==> src/rtl/gold_nonce_collector.sv <==
// Winning-nonce collector: lag-compensates core tickets, queues them in a small
// show-ahead FIFO and tracks the per-run sweep/drain lifecycle.
module gold_nonce_collector #(
  parameter logic [31:0] NONCE_LAG    = 32'd1,
  parameter int unsigned DEPTH_LOG2   = 2,
  parameter logic [7:0]  DRAIN_CYCLES = 8'd140
) (
  input  logic                  clk_h,
  input  logic                  host_break,
  input  logic                  start_stop,
  input  logic [31:0]           current_nonce,
  input  logic                  m2_ticket2moon,
  input  logic                  hash_cmplt,
  input  logic                  rd_en,
  output logic [31:0]           gold_nonce,
  output logic                  gold_valid,
  output logic [DEPTH_LOG2:0]   fifo_count,
  output logic                  overflow,
  output logic                  go_success,
  output logic                  go_unsuccess,
  output logic                  run_busy
);

  localparam int unsigned PW    = DEPTH_LOG2;
  localparam int unsigned CW    = DEPTH_LOG2 + 1;
  localparam int unsigned DEPTH = 1 << DEPTH_LOG2;

  typedef enum logic [1:0] {
    S_IDLE  = 2'd0,
    S_RUN   = 2'd1,
    S_DRAIN = 2'd2,
    S_DONE  = 2'd3
  } state_e;

  state_e          state_q, state_d;
  logic            start_prev_q;
  logic [7:0]      drain_cnt_q, drain_cnt_d;
  logic            found_q, found_d;
  logic            ovf_q, ovf_d;
  logic [PW-1:0]   rd_ptr_q, rd_ptr_d;
  logic [PW-1:0]   wr_ptr_q, wr_ptr_d;
  logic [CW-1:0]   count_q, count_d;
  logic [31:0]     mem_q [DEPTH];
  logic [31:0]     nonce_q, nonce_d;
  logic            valid_q;
  logic            succ_q, succ_d;
  logic            unsucc_q, unsucc_d;
  logic            busy_q;

  logic            start_rise;
  logic            accepting;
  logic            full;
  logic            push;
  logic            pop;
  logic [31:0]     push_val;

  assign push_val = current_nonce - NONCE_LAG;

  // Next-state, FIFO bookkeeping and pulse generation.
  always_comb begin
    state_d     = state_q;
    drain_cnt_d = drain_cnt_q;
    found_d     = found_q;
    ovf_d       = ovf_q;
    rd_ptr_d    = rd_ptr_q;
    wr_ptr_d    = wr_ptr_q;
    count_d     = count_q;
    nonce_d     = '0;
    succ_d      = 1'b0;
    unsucc_d    = 1'b0;

    start_rise = start_stop & ~start_prev_q;
    accepting  = (state_q == S_RUN) || (state_q == S_DRAIN);
    full       = (count_q == CW'(DEPTH));
    pop        = rd_en && (count_q != '0);
    push       = accepting && m2_ticket2moon && (!full || pop);

    if (accepting && m2_ticket2moon && full && !rd_en) begin
      ovf_d = 1'b1;
    end
    if (pop) begin
      rd_ptr_d = rd_ptr_q + PW'(1);
    end
    if (push) begin
      wr_ptr_d = wr_ptr_q + PW'(1);
      found_d  = 1'b1;
      succ_d   = 1'b1;
    end
    count_d = count_q + CW'(push) - CW'(pop);

    case (state_q)
      S_IDLE: begin
        if (start_rise) begin
          state_d  = S_RUN;
          rd_ptr_d = '0;
          wr_ptr_d = '0;
          count_d  = '0;
          found_d  = 1'b0;
          ovf_d    = 1'b0;
        end
      end
      S_RUN: begin
        if (!start_stop) begin
          state_d = S_IDLE;
        end else if (hash_cmplt) begin
          // A one-cycle window degenerates into an immediate finish.
          if (DRAIN_CYCLES <= 8'd1) begin
            state_d  = S_DONE;
            unsucc_d = !found_d;
          end else begin
            state_d     = S_DRAIN;
            drain_cnt_d = DRAIN_CYCLES;
          end
        end
      end
      S_DRAIN: begin
        drain_cnt_d = drain_cnt_q - 8'd1;
        if (!start_stop) begin
          state_d = S_IDLE;
        end else if (drain_cnt_q <= 8'd2) begin
          state_d  = S_DONE;
          unsucc_d = !found_d;
        end
      end
      S_DONE: begin
        if (!start_stop) begin
          state_d = S_IDLE;
        end
      end
      default: state_d = S_IDLE;
    endcase

    // Show-ahead head: a push into an empty slot at the new read pointer bypasses memory.
    if (count_d != '0) begin
      nonce_d = (push && (wr_ptr_q == rd_ptr_d)) ? push_val : mem_q[rd_ptr_d];
    end
  end

  always_ff @(posedge clk_h) begin
    if (host_break) begin
      state_q      <= S_IDLE;
      start_prev_q <= 1'b0;
      drain_cnt_q  <= '0;
      found_q      <= 1'b0;
      ovf_q        <= 1'b0;
      rd_ptr_q     <= '0;
      wr_ptr_q     <= '0;
      count_q      <= '0;
      nonce_q      <= '0;
      valid_q      <= 1'b0;
      succ_q       <= 1'b0;
      unsucc_q     <= 1'b0;
      busy_q       <= 1'b0;
    end else begin
      state_q      <= state_d;
      start_prev_q <= start_stop;
      drain_cnt_q  <= drain_cnt_d;
      found_q      <= found_d;
      ovf_q        <= ovf_d;
      rd_ptr_q     <= rd_ptr_d;
      wr_ptr_q     <= wr_ptr_d;
      count_q      <= count_d;
      nonce_q      <= nonce_d;
      valid_q      <= (count_d != '0);
      succ_q       <= succ_d;
      unsucc_q     <= unsucc_d;
      busy_q       <= (state_d == S_RUN) || (state_d == S_DRAIN);
    end
  end

  // Storage needs no reset; only entries covered by the count are ever read.
  always_ff @(posedge clk_h) begin
    if (push && !host_break) begin
      mem_q[wr_ptr_q] <= push_val;
    end
  end

  assign gold_nonce   = nonce_q;
  assign gold_valid   = valid_q;
  assign fifo_count   = count_q;
  assign overflow     = ovf_q;
  assign go_success   = succ_q;
  assign go_unsuccess = unsucc_q;
  assign run_busy     = busy_q;

endmodule

==> config.mk <==
export PLATFORM = sky130hd
export DESIGN_NAME = gold_nonce_collector
export DESIGN_NICKNAME = d
export VERILOG_FILES = /design/src/rtl/gold_nonce_collector.sv
export SDC_FILE = /design/constraint.sdc
export NUM_CORES = 1
export LEC_CHECK = 0
export ABC_AREA = 1
export BUFFER_PORTS_ARGS = -buffer_cell sky130_fd_sc_hd__buf_4
export CORE_AREA = 2 2 179 181
export CTS_BUF_LIST = sky130_fd_sc_hd__clkbuf_2
export CTS_CLUSTER_DIAMETER = 80
export DETAILED_ROUTE_END_ITERATION = 16
export DIE_AREA = 0 0 181 183
export GPL_TIMING_DRIVEN = 0
export MAX_ROUTING_LAYER = met4
export PLACE_DENSITY_LB_ADDON = 0.25
export RECOVER_POWER = 50
export SYNTH_ARGS = -nofsm -noshare
export SYNTH_HDL_FRONTEND = slang
export SYNTH_SLANG_ARGS = --single-unit
==> constraint.sdc <==
create_clock -name clk_h -period 3.5 [get_ports clk_h]
set_input_delay 0.7 -clock clk_h [delete_from_list [all_inputs] [get_ports clk_h]]
set_output_delay 0.7 -clock clk_h [all_outputs]
set_load 0.02 [all_outputs]
=== Word-level counts from Yosys, hierarchy flattened ===
Memories as Yosys holds them, arrays and structs flattened. A register that Yosys moved wholly into a read port is not among the register bits.
Index checks and enable logic that the tools add are counted.

* Flip-flop bits (word level): 24
* Memory bits (writable): 128
* Memories: 1
* Word-level logic and storage cells: 81
* Output and inout bits: 40

* Multiplexer cells: 27
* Magnitude comparators: 1
* Reduce and logical (&&, ||, !) cells: 20
* $add $sub $neg: 6
* Equal/unequal tests: 8
* Bitwise logic cells: 6

{| class="wikitable"
|+ Memory list
! memory !! words !! width !! rd ports !! clocked after Yosys merged registers in !! write ports !! line !! RTL
|-
| mem_q || 4 || 32 || 1 || 1 || 1 || 43 || <nowiki>logic [31:0] mem_q [DEPTH];</nowiki>
|}

{| class="wikitable"
|+ Operators by type and width
! cell !! count
|-
| $sub 32x1->32 const B || 1
|-
| $mux 2 || 12
|-
| $mux 8 || 2
|-
| $pmux 8 s2 || 1
|-
| $mux 1 || 9
|-
| $le 8x2->1 const B || 1
|-
| $pmux 2 s4 || 1
|-
| $sub 8x1->8 const B || 1
|-
| $eq 2x2->1 const B || 3
|-
| $logic_and 1x1->1 || 6
|-
| $mux 3 || 2
|-
| $reduce_bool 3->1 || 2
|-
| $not 1->1 || 5
|-
| $add 2x1->2 const B || 2
|-
| $eq 2x1->1 const B || 2
|-
| $logic_not 1->1 || 4
|-
| $ne 2x2->1 const B || 2
|-
| $reduce_or 4->1 || 1
|-
| $add 3x1->3 || 1
|-
| $eq 3x3->1 const B || 1
|-
| $logic_or 1x1->1 || 3
|-
| $reduce_and 3->1 || 1
|-
| $sub 3x1->3 || 1
|-
| $logic_not 2->1 || 1
|-
| 3 further kinds || 3
|}

=== Longest topological paths before layout ===
* Word-level depth: 11
* Mapped depth: 18
* Depth with buffers taken out: 17

=== Worst setup path after synthesis ===
OpenSTA, ideal clock, no wires.

* Path type: input to register
* Start point: in host_break
* End point: mem mem_q[0][0], enable pin
* Setup time: 0.421 ns
* Arrival time: 2.497 ns
* Stages: 4
* Setup slack: 0.582 ns
* Cells stage by stage: clkbuf_1 > nor2_4 > inv_1 > nor2_1

* Longest elaborated chain between the ends: 4

{| class="wikitable"
|+ Ends and longest elaborated chain
! item !! line !! RTL
|-
| start, declared || 9 || <nowiki>input logic host_break,</nowiki>
|-
| $logic_not 1->1 || 173 || <nowiki>if (push && !host_break) begin</nowiki>
|-
| $logic_and 1x1->1 || 173 ||
|-
| $mux 1 || 173 ||
|-
| $mux 1 (not written as such) || 174 || <nowiki>mem_q[wr_ptr_q] <= push_val;</nowiki>
|-
| end, declared || 43 ||
|}

No other way between the ends.

=== Worst setup path in the final report ===
* Start point: reg state_q[0]
* End point: reg nonce_q[30] (netlist: gold_nonce[30]), read port of mem_q

* Longest elaborated chain between the ends: 11

{| class="wikitable"
|+ Ends and longest elaborated chain
! item !! line !! RTL
|-
| start, declared || 35 || <nowiki>state_e state_q, state_d;</nowiki>
|-
| start signal, assigned || 155 || <nowiki>state_q <= state_d;</nowiki>
|-
| $eq 2x1->1 / $eq 2x2->1 (equally long branches) || 73 || <nowiki>accepting = (state_q == S_RUN) || (state_q == S_DRAIN);</nowiki>
|-
| $logic_or 1x1->1 || 73 ||
|-
| $logic_and 1x1->1 (2 in a row) || 76 || <nowiki>push = accepting && m2_ticket2moon && (!full || pop);</nowiki>
|-
| $add 3x1->3 || 89 || <nowiki>count_d = count_q + CW'(push) - CW'(pop);</nowiki>
|-
| $sub 3x1->3 || 89 ||
|-
| $mux 3 || 93 || <nowiki>if (start_rise) begin</nowiki>
|-
| $mux 3 || 91 || <nowiki>case (state_q)</nowiki>
|-
| $reduce_bool 3->1 || 134 || <nowiki>if (count_d != '0) begin</nowiki>
|-
| $not 1->1 (no line) || n/a ||
|-
| $reduce_or 2->1 (no line) || n/a ||
|-
| end, declared || 44 || <nowiki>logic [31:0] nonce_q, nonce_d;</nowiki>
|}

Parallel ways exist; a longest one is shown, timed or not.
A chain may end at the register's enable or synchronous reset.

==> flow_metrics.tcl <==
set metrics [dict create \
    drive_gt1_share_pct 11.18 \
    dr.pass1.iters 5 \
    max_slew.worst_pin.slew_ps 833.8 \
    clock_sink_count 184 \
    die-area_mm2 0.03312 \
    finalSetupTns_ps 0 \
    finalInstanceArea_mm2 0.01058 \
    antenna_found_initial 1 \
    synth.yosys.seq_area_share_pct 53.49 \
    grt_overflow_total 0 \
    clockBufferDepth 2 \
    resized_after_cts 0 \
    timing.fmax_mhz 309.1 \
    comb_power_share_pct 45.7 \
    postSynthNetCount 1166 \
    number_of_library_cell_types_mapped_by_synthesis 34 \
    synth_cells 1113 \
    globalplace.congestion 0.9098 \
    cp_slowest_stage_delay_ps 460 \
    clk-insertion-delay-late_ps 820 \
    synth.largest_area_cell "sky130_fd_sc_hd__edfxtp_1" \
    timing.setup.critical_path_class "flip-flop to flip-flop" \
    detailed_place_hpwl_um 18390 \
    final.fill_count 3334 \
    tritoncts.num_buffers 17 \
    first_global_vias 7207 \
    internal_power_w 0.003708 \
    grt_pass1_wl_um 41150 \
    mostFrequentLayoutCells "230 x sky130_fd_sc_hd__inv_1, 228 x sky130_fd_sc_hd__nand2_1, 145 x sky130_fd_sc_hd__nor2_1" \
    postSynthRegisterBits 184 \
    port_buffers 76 \
    drv.max_cap_violation_count 0 \
    worst_ep_arrival_time_ps 3970 \
    final_max_slew_viol_count 0 \
    dr_total_vias 7539 \
    drt_wl_total_um 26800 \
    synthTopCellsByArea "sky130_fd_sc_hd__edfxtp_1 41%, sky130_fd_sc_hd__dfxtp_1 12%, sky130_fd_sc_hd__inv_1 9.3%" \
    h-tree-depth 4 \
    hold_viol_final 0 \
    rsz0062_at_grt "false" \
    min_period_over_period_pct 92.43 \
    number_of_post_cts_setup_repair_buffers 0 \
    fin_worst_skew_ps 45.11 \
    drt_first_iter_violations 602 \
    die_x_um 181 \
    row_count 65 \
    syn-mean-instance-area_um2 8.339 \
    crit_path_top_delay_cell "sky130_fd_sc_hd__dfxtp_1" \
    critical_path_end_type "flip-flop" \
    yosys_warnings 0 \
    drc 0 \
    area_growth_pct 14.03 \
    max_slew_margin_pct 44.42 \
    crit_path_max_fanout 10 \
    global_route.usage.total_pct 16.98 \
    grt_start_max_net_pins 27 \
    ctsRootBufferMaster "sky130_fd_sc_hd__clkbuf_2" \
    wl_per_cell_um 16.46 \
    critical-path-top-delay-family "adder cells" \
    power_leakage_nw 4.753 \
    dpl_cell_area_mm2 0.01048 \
    layout_commonest_cell "sky130_fd_sc_hd__inv_1" \
    cts.clk_slew.worst_paths_ps 320 \
    synth_largest_type_area_fraction_pct 41.41 \
    cts_tree "done" \
    total_power_w 0.006741 \
    hold_path.class "primary input to flip-flop" \
    vias_per_cell 4.631 \
    clock_power_share_pct 15.9 \
    finalSetupViolations 0 \
    net-switching-power_w 0.003032 \
    worst_voltage_drop_across_the_vdd_grid_mv 0.3298 \
    critPathBufInv 6 \
    power.share.sequential_pct 38.4 \
    net_count_of_the_finished_layout 1265 \
    hold_buffer_count_at_cts 0 \
    mappedNetlistArea_mm2 0.009281 \
    required_ps 4230 \
    worstSetupStartpointType "flip-flop" \
    period_needed_ps 3235 \
    timing.critical_path.cells "inv_1 > ha_1 > nand3_4 > ha_1 > inv_1 > ha_1 > inv_1 > fa_1 > xor2_1 > inv_1 > nand3_1 > nand3_1 > inv_1 > buf_6 > nand2_1 > nor2_1" \
    floorplan.initialDensity_pct 29.72 \
    power.share.switching_pct 44.99 \
    powerDensity_mw_per_mm2 636.9 \
    fp.coreArea_mm2 0.03123 \
    io_pins 78 \
    die_y_um 183 \
    run_status "completed" \
    crit_path_frequent_cell "sky130_fd_sc_hd__inv_1" \
    drt.antenna.violating_nets 0 \
]
==> worst register-to-register path, delay by kind of cell (launching register included) <==
kind	cells	cell delay, ps
adder cells (fa/ha/maj)	4	1170
AND/OR/NAND/NOR	5	570
flip-flops	1	460
buffers and inverters	6	760
XOR/XNOR	1	170
==> cell type report <==
class                      instances  area, um^2  area share (%)
sequential                       184        4965           46.91
multi-input combinational        649        3162           29.87
inverter                         232       870.8           8.228
timing repair buffer              80       553.0           5.225
tap                              402       503.0           4.752
buffer                            48       302.8           2.861
clock inverter                    15       140.1           1.324
clock buffer                      17       85.08          0.8039
antenna                            1       2.502         0.02364
==> flip-flops by register name, indices dropped and copies added, names as in the netlist <==
register      count
start_prev_q      1
go_success        1
gold_nonce       32
go_unsuccess      1
found_q           1
drain_cnt_q       8
gold_valid        1
run_busy          1
overflow          1
state_q           2
rd_ptr_q          2
mem_q           128
fifo_count        3
wr_ptr_q          2
==> power groups by stage <==
stage	clock (W)	combinational (W)	sequential [W]
after detailed placement	0	0.00312	0.00264
final	0.00107	0.00308	0.00259
after global routing	0.00119	0.00344	0.00261
after CTS	0.00111	0.00313	0.00260
after global placement	0	0.00310	0.00264
after floorplan	0	0.00196	0.00275
==> cells in the mapped netlist <==
master	n
sky130_fd_sc_hd__nor2_2	3
sky130_fd_sc_hd__or2_0	1
sky130_fd_sc_hd__ha_1	14
sky130_fd_sc_hd__a21oi_1	7
sky130_fd_sc_hd__edfxtp_1	128
sky130_fd_sc_hd__nand3_4	1
sky130_fd_sc_hd__clkbuf_2	1
sky130_fd_sc_hd__xor2_1	17
sky130_fd_sc_hd__o21ai_0	9
sky130_fd_sc_hd__a211oi_1	1
sky130_fd_sc_hd__inv_2	2
sky130_fd_sc_hd__inv_1	230
sky130_fd_sc_hd__nand2_1	227
sky130_fd_sc_hd__nand2_2	4
sky130_fd_sc_hd__buf_4	10
sky130_fd_sc_hd__nand3_2	3
sky130_fd_sc_hd__a31oi_1	1
sky130_fd_sc_hd__nor4_1	1
sky130_fd_sc_hd__o211a_1	1
sky130_fd_sc_hd__nand4_1	77
sky130_fd_sc_hd__o211ai_1	1
sky130_fd_sc_hd__nand3b_1	1
sky130_fd_sc_hd__nor2_4	3
sky130_fd_sc_hd__clkbuf_1	8
sky130_fd_sc_hd__nor3_1	9
sky130_fd_sc_hd__nand3_1	115
sky130_fd_sc_hd__nor2_1	148
sky130_fd_sc_hd__buf_1	2
sky130_fd_sc_hd__dfxtp_1	56
sky130_fd_sc_hd__buf_2	18
sky130_fd_sc_hd__buf_6	9
sky130_fd_sc_hd__or2_2	3
sky130_fd_sc_hd__o21bai_1	1
sky130_fd_sc_hd__fa_1	1
==> final timing paths <==
kind | start | end | slack (ps) | cells after the start
min reg2reg | overflow$_SDFF_PP0_ | overflow$_SDFF_PP0_ | 470 | 2
max | state_q[0]$_SDFF_PP0_ | gold_nonce[30]$_SDFF_PP0_ | 260 | 16
min | start_stop | start_prev_q$_SDFF_PP0_ | 100 | 3
max reg2reg | state_q[0]$_SDFF_PP0_ | gold_nonce[30]$_SDFF_PP0_ | 260 | 16
==> per-layer routing <==
layer	vias to the layer above	wire, um	GRT usage (%)
met3	32	1443	3.018
met4	0	388	4.618
met1	3547	12490	22.30
li1	3738	-	-
met5	-	0	-
met2	222	12480	27.14
==> metrics by stage <==
| step | worst slack (ps) | hold WS [ps] | cells | util [%] |
|---|---|---|---|---|
| 3_5_place_dp | 274.4 | 457.5 | 1595 | 33.56 |
| 6_report | 264.9 | 100.3 | 1628 | 33.89 |
| 2_1_floorplan | 581.9 | 460.6 | 1113 | - |
| 3_3_place_gp | -1060 | 444.2 | 1591 | 33.16 |
| 4_1_cts | 260.5 | 32.09 | 1627 | 34.28 |
| 5_1_grt | 62.10 | 45.27 | 1628 | 33.89 |
==> kinds of logic after synthesis <==
group / share of synthesized area (%)
DFF: 53.49
AOI/OAI and AO/OA: 1.281
and+or+nand+nor: 28.81
xor gates and xnor gates: 1.604
adders and majority gates: 2.103
buffers and inverters: 12.71
(Power assumes the default switching activity.)
